### src/rtl/stat_drain.sv
// Statistics block drainer: swaps the accumulator's working block, then streams
// and optionally zeroes the idle block. Word clearing is enabled by STAT_DRAIN_CLEAR_EN.
module stat_drain #(
  parameter int unsigned PERIOD = 1000000,
  parameter int unsigned SETTLE = 16,
  parameter int unsigned CNT_W  = 24
) (
  input  logic        clk,
  input  logic        rst_n,
  input  logic        swap_req_i,
  output logic        ram_blk_sel_o,
  output logic [8:0]  ram_addr_o,
  output logic [31:0] ram_data_o,
  input  logic [31:0] ram_data_i,
  output logic        ram_cs_o,
  output logic        ram_we_o,
  output logic [31:0] out_data_o,
  output logic [7:0]  out_idx_o,
  output logic        out_sof_o,
  output logic        out_eof_o,
  output logic        out_valid_o,
  input  logic        out_ready_i,
  output logic        busy_o,
  output logic        overrun_o
);

  typedef enum logic [3:0] {
    S_IDLE, S_SWAP, S_SETTLE, S_RD, S_CAP, S_PRES, S_CLR, S_NEXT, S_DONE
  } state_t;

  localparam bit               TIMER_EN = (PERIOD != 0);
  localparam logic [CNT_W-1:0] PER_LAST = CNT_W'(PERIOD - 1);
  localparam logic [15:0]      SET_LAST = 16'((SETTLE == 0) ? 0 : SETTLE - 1);

  state_t      state_q;
  logic [CNT_W-1:0] cnt_q, cnt_d;
  logic [15:0] settle_q;
  logic [7:0]  idx_q;
  logic [31:0] data_q;
  logic        sel_q, cs_q, valid_q, sof_q, eof_q, busy_q, ovr_q;
  logic        tick, trig;
`ifdef STAT_DRAIN_CLEAR_EN
  logic        we_q;
`endif

  // Free-running period counter; held at zero when the timer is disabled.
  always_comb begin
    cnt_d = cnt_q + CNT_W'(1);
    if (!TIMER_EN || cnt_q == PER_LAST) cnt_d = '0;
  end

  assign tick = TIMER_EN && (cnt_q == PER_LAST);
  assign trig = swap_req_i | tick;

  always_ff @(posedge clk or negedge rst_n) begin
    if (!rst_n) cnt_q <= '0;
    else        cnt_q <= cnt_d;
  end

  always_ff @(posedge clk or negedge rst_n) begin
    if (!rst_n) begin
      state_q  <= S_IDLE;
      settle_q <= '0;
      idx_q    <= '0;
      data_q   <= '0;
      sel_q    <= 1'b0;
      cs_q     <= 1'b0;
      valid_q  <= 1'b0;
      sof_q    <= 1'b0;
      eof_q    <= 1'b0;
      busy_q   <= 1'b0;
      ovr_q    <= 1'b0;
`ifdef STAT_DRAIN_CLEAR_EN
      we_q     <= 1'b0;
`endif
    end else begin
      cs_q <= 1'b0;
`ifdef STAT_DRAIN_CLEAR_EN
      we_q <= 1'b0;
`endif
      // A trigger while busy is dropped; setting beats clearing in the same cycle.
      if (trig && state_q != S_IDLE)                  ovr_q <= 1'b1;
      else if (valid_q && out_ready_i && sof_q)       ovr_q <= 1'b0;

      case (state_q)
        S_IDLE: if (trig) begin
          state_q <= S_SWAP;
          busy_q  <= 1'b1;
        end
        S_SWAP: begin
          sel_q    <= ~sel_q;
          idx_q    <= '0;
          settle_q <= '0;
          state_q  <= S_SETTLE;
        end
        S_SETTLE: begin
          if (settle_q == SET_LAST) begin
            state_q <= S_RD;
            cs_q    <= 1'b1;
          end else begin
            settle_q <= settle_q + 16'd1;
          end
        end
        S_RD: state_q <= S_CAP;
        S_CAP: begin
          data_q  <= ram_data_i;
          valid_q <= 1'b1;
          sof_q   <= (idx_q == 8'h00);
          eof_q   <= (idx_q == 8'hFF);
          state_q <= S_PRES;
        end
        S_PRES: if (out_ready_i) begin
          valid_q <= 1'b0;
          sof_q   <= 1'b0;
          eof_q   <= 1'b0;
`ifdef STAT_DRAIN_CLEAR_EN
          cs_q    <= 1'b1;
          we_q    <= 1'b1;
          state_q <= S_CLR;
`else
          state_q <= S_NEXT;
`endif
        end
        S_CLR: state_q <= S_NEXT;
        S_NEXT: begin
          if (idx_q == 8'hFF) begin
            state_q <= S_DONE;
          end else begin
            idx_q   <= idx_q + 8'd1;
            cs_q    <= 1'b1;
            state_q <= S_RD;
          end
        end
        S_DONE: begin
          busy_q  <= 1'b0;
          state_q <= S_IDLE;
        end
        default: state_q <= S_IDLE;
      endcase
    end
  end

  assign ram_blk_sel_o = sel_q;
  assign ram_addr_o    = {~sel_q, idx_q};
  assign ram_data_o    = '0;
  assign ram_cs_o      = cs_q;
`ifdef STAT_DRAIN_CLEAR_EN
  assign ram_we_o      = we_q;
`else
  assign ram_we_o      = 1'b0;
`endif
  assign out_data_o    = data_q;
  assign out_idx_o     = idx_q;
  assign out_sof_o     = sof_q;
  assign out_eof_o     = eof_q;
  assign out_valid_o   = valid_q;
  assign busy_o        = busy_q;
  assign overrun_o     = ovr_q;

endmodule

### config.mk
export PLATFORM = sky130hd
export DESIGN_NAME = stat_drain
export DESIGN_NICKNAME = d
export VERILOG_FILES = /design/src/rtl/stat_drain.sv
export SDC_FILE = /design/constraint.sdc
export NUM_CORES = 1
export LEC_CHECK = 0
export ABC_AREA = 0
export CORE_AREA = 2 2 105 97
export CTS_CLUSTER_SIZE = 8
export DETAILED_ROUTE_END_ITERATION = 16
export DIE_AREA = 0 0 107 99
export PLACE_DENSITY_LB_ADDON = 0.3
export SYNTH_ARGS = -nofsm -noshare
export SYNTH_HDL_FRONTEND = slang
export SYNTH_SLANG_ARGS = --single-unit
### constraint.sdc
create_clock -name clk -period 2.8 [get_ports clk]
set_clock_uncertainty 0.15 [all_clocks]
set_input_delay 0.84 -clock clk [delete_from_list [all_inputs] [get_ports clk]]
set_output_delay 0.84 -clock clk [all_outputs]
set_load 0.03 [all_outputs]
# Word-level counts from Yosys, hierarchy flattened
# Cells that the tools add are included.
totals:
  register_bits: 91
  wordCells: 70
  input_bits: 36
  output_inout_bits: 89
op_classes:
  n_reduce_logical: 16
  n_eq_ne: 16
  bitwise: 2
  mux: 21
  n_addsub: 3
op_table:
  columns: ["cell", "count"]
  rows:
  - ["16-bit case mux with 2 select lines", 1]
  - ["4-bit case mux with 8 select lines", 1]
  - ["24-bit by 1-bit adder with 24-bit output (second input constant)", 1]
  - ["24-bit by 20-bit == test with 1-bit output (second input constant)", 1]
  - ["24-bit two-way mux", 1]
  - ["16-bit by 1-bit adder with 16-bit output (second input constant)", 1]
  - ["16-bit by 4-bit == test with 1-bit output (second input constant)", 1]
  - ["4-bit by 3-bit == test with 1-bit output (second input constant)", 4]
  - ["16-bit two-way mux", 1]
  - ["4-bit two-way mux", 4]
  - ["8-bit case mux with 2 select lines", 1]
  - ["2-bit != test (second input constant)", 5]
  - ["1-bit case mux with 2 select lines", 5]
  - ["2-bit nonzero test", 5]
  - ["8-bit by 1-bit adder with 8-bit output (second input constant)", 1]
  - ["4-bit by 2-bit == test with 1-bit output (second input constant)", 2]
  - ["8-bit == test (second input constant)", 1]
  - ["8-bit logical NOT", 1]
  - ["8-bit two-way mux", 1]
  - ["2-bit AND reduction", 4]
  - ["1-bit two-way mux", 6]
  - ["4-bit by 1-bit == test with 1-bit output (second input constant)", 1]
  - ["4-bit == test (second input constant)", 1]
  - ["4-bit logical NOT", 1]
  - ["other kinds (5)", 7]

# Logic depth before layout (Yosys ltp)
depth:
  ltp_word: 4
  mapped_depth: 7
  mapped_depth_nobuf: 5

# Worst setup path before layout
# OpenSTA, ideal clock, no wires.
synth_timing:
  kind: "flip-flop to flip-flop"
  from: "register state_q[0]"
  to: "register settle_q[15]"
  path_stages_with_launch: 5
  t_required_ns: 2.527
  n_path_buf: 0
  setup_slack_ns: 0.789
  t_arrival_ns: 1.738
  synth_period_minus_slack_ns: 2.011
  setup_ns: 0.123
  path_cell_list: "dfrtp_1 -> or4b_4 -> or3_1 -> or3_1 -> mux2i_1"
synth_between:
  elab_chain_len: 3
  elab_cells_between_ends: 6
  cone_classes: "eq/ne: 3; mux: 1; reduce/logical: 2"
synth_lines:
  columns: ["item", "line", "source"]
  rows:
  - ["start: declaration", "35", "state_t state_q;"]
  - ["start signal: assignment", "62", "state_q <= S_IDLE;"]
  - ["start signal: assignment", "87", "state_q <= S_SWAP;"]
  - ["start signal: assignment", "94", "state_q <= S_SETTLE;"]
  - ["4-bit by 2-bit == test with 1-bit output / 4-bit by 1-bit == test with 1-bit output (equally long branches)", "85", "case (state_q)"]
  - ["2-bit != test (no source line) / 2-bit nonzero test (equally long branches)", null, null]
  - ["2-bit AND reduction (no source line)", null, null]
  - ["end signal: assignment", "101", "settle_q <= settle_q + 16'd1;"]
  - ["end: declaration", "37", "logic [15:0] settle_q;"]
# Parallel ways exist; a longest one is shown, timed or not.
# A chain may end at the register's enable or synchronous reset.

# Final worst setup path
layout_timing:
  from: "register idx_q[3], in the netlist out_idx_o[3]"
  to: "output port out_idx_o[3]"
layout_rtl:
  columns: ["item", "line", "source"]
  rows:
  - ["start: declaration", "38", "logic [7:0] idx_q;"]
  - ["start signal: assignment", "129", "idx_q <= idx_q + 8'd1;"]
  - ["end: declaration", "18", "output logic [7:0] out_idx_o,"]
# No word-level cell between the ends.

==> summary.md <==
| Metric | Value |
|---|---|
| Worst-path cell chain | `clkdlybuf4s50_1` |
| Synth async-reset ratio | `100%` |
| Warnings from Yosys | `0` |
| Pint | `2.89 mW` |
| WP data required | `1.81 ns` |
| 1st-iter DRT viols | `165` |
| Combinational share of power | `43.5%` |
| ANT nets after route | `0` |
| Post-CTS Setup Bufs | `0` |
| Starting Density | `47.3%` |
| Cells after synthesis | `480` |
| Worst path bufs/invs | `1` |
| CTS-repair resized insts | `0` |
| Num CTS Buffers | `9` |
| CP delay by family, top | `buffers and inverters` |
| Vias in the first global route | `3418` |
| Max transition margin | `23.2%` |
| Leading area contributor after synthesis | `dfrtp_1` |
| RD Place Congestion | `0.832` |
| Startpoint types | `flip-flop` |
| Sw power | `2.08 mW` |
| Crit path max fanout | `7` |
| EDFF count, synth | `0` |
| CTS sink cnt | `91` |
| Largest net degree at the start of global routing | `49` |
| Setup WS pre-CTS | `0.475 ns` |
| H-tree Lvls | `3` |
| Final nets | `602` |
| Initial antenna violation count | `0` |
| Row count | `34` |
| Maximum root-to-sink buffer count | `2` |
| First-pass GRT wire length | `15900 µm` |
| HPWL Detailed | `6830 µm` |
| DR vias | `3528` |
| Slowest stage delay, CP | `0.72 ns` |
| Crit path kind | `reg -> out` |
| Fraction of layout cells with a size suffix above 1 | `5.11%` |
| Post-CTS Hold Buffers | `0` |
| Synth top area cells | `dfrtp_1 (51%), nand2_1 (11%), buf_4 (6.9%)` |
| # setup viols final | `0` |
| Hold Crit Class | `in -> async` |
| Die Y | `99 µm` |
| Crit path DAT | `1.55 ns` |
| Setup TNS Final | `0 ns` |
| Post-synthesis sequential area ratio | `50.8%` |
| Ports | `125` |
| Die area | `10600 µm²` |
| Worst skew pair latency | `0.36 ns` |
| RSZ-0062 raised after global routing | `no` |
| Top cell type's share of synthesized area | `50.8%` |
| Clock power frac | `18.3%` |
| Dominant synthesized flop cell | `dfrtp_1` |
| Drt pass-1 iters | `5` |
| Core box area | `9490 µm²` |
| Tot GR Track Use | `18.8%` |
| Worst Setup End Kind | `primary output` |
| Crit-path slowest cell | `clkdlybuf4s50_1` |
| Final Hold Viols | `0` |
| Top-count cell post-synth | `nand2_1` |
| Switching Share | `41.9%` |
| Vias per cell | `5.09` |
| Avg WL per Cell | `13.8 µm` |
| Flop pwr share | `38.2%` |
| Final Max Tran Viols | `0` |
| Synth Cell Area | `4480 µm²` |
| Final min period | `2.54 ns` |
| N_diodes | `0` |
| Count of different cell masters after synthesis | `48` |
| Worst Tran Pin Value | `1.15 ns` |
| Pwr Density | `896 nW/µm²` |
| Die W | `107 µm` |
| Avg Cell Area, Syn | `9.34 µm²` |
| Final-layout fill cell count | `813` |
| Status | `finished clean` |
| Count of state elements after synthesis | `91` |
| Maximum VDD drop | `518 µV` |
| Final WL | `9540 µm` |
| Fin crit share | `90.7%` |
| Gr ovfl total | `0` |
| Setup ws final | `0.262 ns` |
| Max cap viols | `0` |
| Area Growth Syn to Fin | `23.8%` |
| Clock Root Buffer | `clkbuf_8` |
| DR DRC count | `0` |
| Clock-pin slew on the worst setup and hold paths | `0.10 ns` |
| Top cells by count, synth | `nand2_1 (128), dfrtp_1 (91), buf_4 (41), xnor2_1 (22), nor2_1 (20)` |
| Lkg Pwr | `2.48 nW` |
| Port bufs | `91` |
| CTS tree | `built` |
| Peak Freq | `394 MHz` |
## power by group through the flow
stage          registers, mW  clock network, mW  logic, mW
6_report                1.90              0.909       2.16
5_1_grt                 1.95              0.985       2.35
4_1_cts                 1.90              0.939       2.19
3_5_place_dp            1.92                  0       2.18
3_3_place_gp            1.91                  0       2.15
2_1_floorplan           2.40                  0      0.874
## through the flow
step                      power, mW  cells  utilization [%]  hold WS, ns  instance area (µm²)
final                          4.97    693             58.5        0.215                 5550
after global routing           5.29    693             58.5        0.218                 5550
after CTS                      5.03    693             58.5        0.212                 5550
after detailed placement       4.10    677             56.4        0.312                 5350
after global placement         4.05    677             56.4        0.308                 5350
after floorplan                3.28    512                -        0.297                 4600
## cell families (layout without fill, tap and decap cells)
| logic type | after synthesis | count (layout) | synth area share [%] |
|---|---|---|---|
| and+or+nand+nor | 241 | 241 | 25.9 |
| DFF | 91 | 91 | 50.8 |
| buffers and inverters | 70 | 125 | 9.32 |
| AOI/OAI and AO/OA | 36 | 36 | 5.36 |
| xor gates and xnor gates | 28 | 28 | 5.47 |
| muxes | 9 | 9 | 2.01 |
| adders and majority gates | 4 | 4 | 1.12 |
| other | 1 | 33 | 0.0836 |
## state kept, by name (all words and copies together), names as in the netlist
register and cells:
overrun_o 1, busy_o 1, state_q 4, out_eof_o 1, ram_cs_o 1, out_data_o 32
ram_blk_sel_o 1, cnt_q 24, settle_q 16, out_idx_o 8, out_sof_o 1, out_valid_o 1
## worst paths after layout
path,from,end,slack (ns),depth (start not counted)
hold / removal,rst_n,settle_q[13],0.21,1
hold reg to reg,out_data_o[4],out_data_o[4],0.33,2
setup reg to reg,state_q[0],settle_q[15],0.47,4
min in group clk,out_data_o[4],out_data_o[4],0.33,2
setup / recovery,out_idx_o[3],out_idx_o[3],0.26,1
max in group asynchronous,rst_n,busy_o,1.69,2
## cells in the final DEF (no fill, tap or decap), drive strengths merged, types with 6 or more instances in the layout
cell type,n
nand2,128
dfrtp,91
clkdlybuf4s50,90
conb,33
xnor2,22
nor2,20
nand3,19
inv,17
nand4,16
nor4,12
nor3,10
mux2i,9
clkbuf,9
o21ai,9
a21oi,8
or3,8
xor2,6
## layout make-up
class | count | area (µm²) | share of cell area [%]
Clock inverter | 7 | 73.8 | 1.33
Sequential cell | 91 | 2280 | 41.0
Tap cell | 126 | 158 | 2.84
Timing Repair Buffer | 95 | 951 | 17.1
Inverter | 14 | 52.6 | 0.947
Clock buffer | 9 | 124 | 2.23
Multi-Input combinational cell | 351 | 1910 | 34.5
## layer usage
layer  track usage, %  vias up  wire length, µm
li1                 -     1712                -
met1             24.1     1703             4110
met2             30.5       96             4800
met3             4.76       17              443
met4             7.49        0              190
met5                0        -                0
Note: power is estimated with default switching activity, not from simulation.
